--- config.mk ---
export PLATFORM = sky130hd
export DESIGN_NAME = em_pipe
export DESIGN_NICKNAME = d
export VERILOG_FILES = /design/src/rtl/vp_pkg.sv /design/src/rtl/pipe_reg.sv /design/src/rtl/em_pipe.sv
export SDC_FILE = /design/constraint.sdc
export NUM_CORES = 1
export LEC_CHECK = 0
export BUFFER_PORTS_ARGS = -buffer_cell sky130_fd_sc_hd__clkbuf_2
export CAP_MARGIN = 20
export CORE_AREA = 2 2 157 159
export CTS_CLUSTER_SIZE = 8
export DETAILED_ROUTE_END_ITERATION = 7
export DIE_AREA = 0 0 159 161
export PLACE_DENSITY_LB_ADDON = 0.15
export SYNTH_ARGS = -nofsm -noshare
export SYNTH_HDL_FRONTEND = slang
export SYNTH_SLANG_ARGS = --single-unit
--- constraint.sdc ---
create_clock -name clk -period 8.7 [get_ports clk]
set_clock_uncertainty 0.1 [all_clocks]
set_input_delay 2.61 -clock clk [delete_from_list [all_inputs] [get_ports clk]]
set_output_delay 2.61 -clock clk [all_outputs]
set_load 0.02 [all_outputs]
--- src/rtl/vp_pkg.sv ---
// Shared widths and the EX/MEM payload layout for the vector processor pipeline.
package vp_pkg;

    localparam int unsigned DATA_W = 32;
    localparam int unsigned VEC_W  = 128;
    localparam int unsigned REG_W  = 4;

    // One EX/MEM instruction slot; control bits first so a cleared slot is a NOP.
    typedef struct packed {
        logic              regw;
        logic              memw;
        logic              regmem;
        logic [REG_W-1:0]  reg_scr;
        logic [DATA_W-1:0] alu_rslt;
        logic [DATA_W-1:0] address;
        logic [VEC_W-1:0]  regrslt_v;
    } ex_mem_t;

    localparam int unsigned EX_MEM_W = $bits(ex_mem_t);

endpackage : vp_pkg

--- src/rtl/pipe_reg.sv ---
// Generic pipeline register: WIDTH flops, asynchronous active-high clear to 0.
module pipe_reg #(
    parameter int unsigned WIDTH = 1
) (
    input  logic             clk,
    input  logic             rst,
    input  logic [WIDTH-1:0] d_i,
    output logic [WIDTH-1:0] q_o
);

    logic [WIDTH-1:0] data_q;

    // Capture every rising edge; reset clears immediately.
    always_ff @(posedge clk or posedge rst) begin
        if (rst) begin
            data_q <= '0;
        end else begin
            data_q <= d_i;
        end
    end

    assign q_o = data_q;

endmodule : pipe_reg

--- src/rtl/em_pipe.sv ---
// EX/MEM pipeline register: all execute-stage fields delayed by one clock.
module em_pipe #(
    parameter int unsigned DATA_W = vp_pkg::DATA_W,
    parameter int unsigned VEC_W  = vp_pkg::VEC_W,
    parameter int unsigned REG_W  = vp_pkg::REG_W
) (
    input  logic              clk,
    input  logic              rst,
    input  logic              regw_E,
    input  logic              memw_E,
    input  logic              regmem_E,
    input  logic [REG_W-1:0]  regScr_E,
    input  logic [DATA_W-1:0] ALUrslt_E,
    input  logic [DATA_W-1:0] address_E,
    input  logic [VEC_W-1:0]  regrsltV_E,
    output logic              regw_M,
    output logic              memw_M,
    output logic              regmem_M,
    output logic [REG_W-1:0]  regScr_M,
    output logic [DATA_W-1:0] ALUrslt_M,
    output logic [DATA_W-1:0] address_M,
    output logic [VEC_W-1:0]  regrsltV_M
);

    localparam int unsigned BUS_W = 3 + REG_W + DATA_W + DATA_W + VEC_W;

    logic [BUS_W-1:0] em_d;
    logic [BUS_W-1:0] em_q;

    // Single shared register so control and data always clear together.
    assign em_d = {regw_E, memw_E, regmem_E, regScr_E, ALUrslt_E, address_E, regrsltV_E};

    pipe_reg #(
        .WIDTH (BUS_W)
    ) u_em_reg (
        .clk (clk),
        .rst (rst),
        .d_i (em_d),
        .q_o (em_q)
    );

    assign {regw_M, memw_M, regmem_M, regScr_M, ALUrslt_M, address_M, regrsltV_M} = em_q;

endmodule : em_pipe

After elaboration in Yosys (flattened, before gate mapping):

Index checks and enable logic that the tools add are counted.

* register bits: 199
* bits of input ports: 201
* output and inout port bits: 199

Longest topological paths before layout:

* depth in word-level cells: 0
* depth in mapped cells: 1

Least setup slack after synthesis:

OpenSTA, ideal clock, no wires.

* path type: reg2out
* start: reg u_em_reg.data_q[160] (netlist: u_em_reg.q_o[160])
* end: out ALUrslt_M[0]
* data arrival time: 0.416 ns
* setup slack: 5.574 ns
* stages on the path, launching flop included: 1
* buffers on the path: 0
* path through: dfrtp_1

RTL lines
* from (decl): line pipe_reg.sv:11 `logic [WIDTH-1:0] data_q;`
* from (signal assigned): line pipe_reg.sv:18 `data_q <= d_i;`
* to (decl): line em_pipe.sv:20 `output logic [DATA_W-1:0] ALUrslt_M,`

No word-level cell between the ends.

==> impl_metrics.toml <==
[clock_network]
h-tree-depth = 4
cts_setup_buffers = 0
cts_tree = "yes"
cts_buffer_depth = 2
cts_resized = 0
path_clk_slew_ps = 80
root_buffer = "clkbuf_16"
numCtsBuffers = 17
postCtsHoldBufs = 0
numClockSinks = 199

[layout]
multiInputGateArea_um2 = 0
syn2layout_area_growth_pct = 60.8
multi_input_cells = 0
drive_gt1_frac = 0.684
finish.utilization = 0.334
layout_common_cells = "399 x clkbuf_2, 199 x dfrtp_1, 17 x clkbuf_16"
largest_reg_flops = 199
final_cell_count_no_fill = 957
fillerInstances = 2443
layout_commonest_cell = "clkbuf_2"
nNetsFinal = 820

[grt]
overflow = 0
antenna_found_initial = 1
grt_max_degree = 123
grt_pass1_wl_mm = 22.1
grt_usage = 0.115
grt_pass1_vias = 3908

[synth]
ys_types = 2
ys_ff_latch = 199
ys_seq_area_frac = 0.999
syn_inst = 200
ys_warn_count = 0
synth_area_mm2 = 0.00498
syn_avg_cell_area_um2 = 24.9
syn_nets = 401

[critical_path]
arrival_ps = 4290
end_kind = "asynchronous set/reset pin"
path_class = "in -> async"
cp_max_fo = 122
path_cells = "clkbuf_2, inv_8, buf_4"
worst_path_max_delay_cell = "buf_4"
required_ps = 9020
crit_path_max_incr_delay_ps = 880
cp-start-kind = "input port"

[routing]
drt_wl_total_mm = 14.5
drc = 0
drtIter0Drc = 109
dr.pass1.iters = 4
ant_nets = 0
dr_total_vias = 3284
vias_per_cell = 3.43
wl_per_cell_um = 15.2

[power]
leakage_nw = 4.28
cellPowerDensity_mw_per_mm2 = 244
ir_worst_vdd_v = 0.0000921

[place]
dp.cells = 924
dp_hpwl_mm = 11.4
dpl_worst_slack_ps = 4170
gp_congestion = 0.718
portBuffers = 399

[floorplan]
io_pins = 400
fp-row-count = 57
dieArea_mm2 = 0.0256
start_util = 0.208
coreArea_mm2 = 0.0240
die_w_um = 159
chipHeight_um = 161

[run]
maxCapViolCount = 0

[sta]
finalSetupViolations = 0
fmax_mhz = 252
period_needed_ps = 3970
hold_slack_ps = 2180
worst_slew_pin_slew_ps = 947
fin_tns_setup_ps = 0
setup_slack_ps = 4730
fin_crit_sh = 0.456
rsz0062_at_grt = "false"
slew-limit-headroom = 0.369
final_max_slew_viol_count = 0
hold_viol = 0

[hold_path]
min_path_type = "in -> reg"

[run_status]
status = "finished, final reports clean"
-- per-layer routing --
| metal | part of all wire | global-route usage | routed length [µm] |
|---|---|---|---|
| met5 | 0 | 0 | 0 |
| met4 | 0.027 | 0.0537 | 393 |
| met3 | 0.11 | 0.0583 | 1650 |
| met2 | 0.55 | 0.208 | 7920 |
| met1 | 0.31 | 0.109 | 4550 |
-- critical path, delay by kind of cell --
kind | cells | cell delay (ps)
buffers and inverters | 3 | 1560
-- path summary, 6_finish.rpt --
kind	slack [ps]	cells after the start	from	endpoint
worst min-delay path	2180	1	ALUrslt_E[5]	u_em_reg.q_o[165]$_DFF_PP0_
worst max-delay path	4730	3	rst	u_em_reg.q_o[106]$_DFF_PP0_
min in group asynchronous	2240	2	rst	u_em_reg.q_o[190]$_DFF_PP0_
max in group clk	5020	1	u_em_reg.q_o[8]$_DFF_PP0_	regrsltV_M[8]
-- layout make-up --
type | instances | area (µm²) | area share
clock inverters | 14 | 179 | 0.0223
well taps | 324 | 405 | 0.0506
repair buffers | 400 | 2000 | 0.250
clock buffers | 18 | 429 | 0.0536
diodes | 1 | 2.50 | 0.000312
flip-flops and latches | 199 | 4980 | 0.622
inverters | 1 | 11.3 | 0.00141
-- cell families after synthesis --
kind of cell,Yosys count,synth area share
flip-flops,199,0.999
buffers and inverters,1,0.000752
-- power by group --
group	internal, W	switching (W)
sequential	0.000971	0.0000126
clock	0.000414	0.000378
combinational	0.0000625	0.000114
-- through the flow --
stage / area (µm²) / total power, W
floorplan: 4980 / 0.00108
global placement: 7400 / 0.00118
detailed placement: 7400 / 0.00118
CTS: 8010 / 0.00200
global route: 8010 / 0.00205
finish: 8010 / 0.00195
-- synthesized netlist by cell type --
library cell,number,area [µm²]
inv_1,1,3.75
dfrtp_1,199,4980
(Power assumes the default switching activity.)
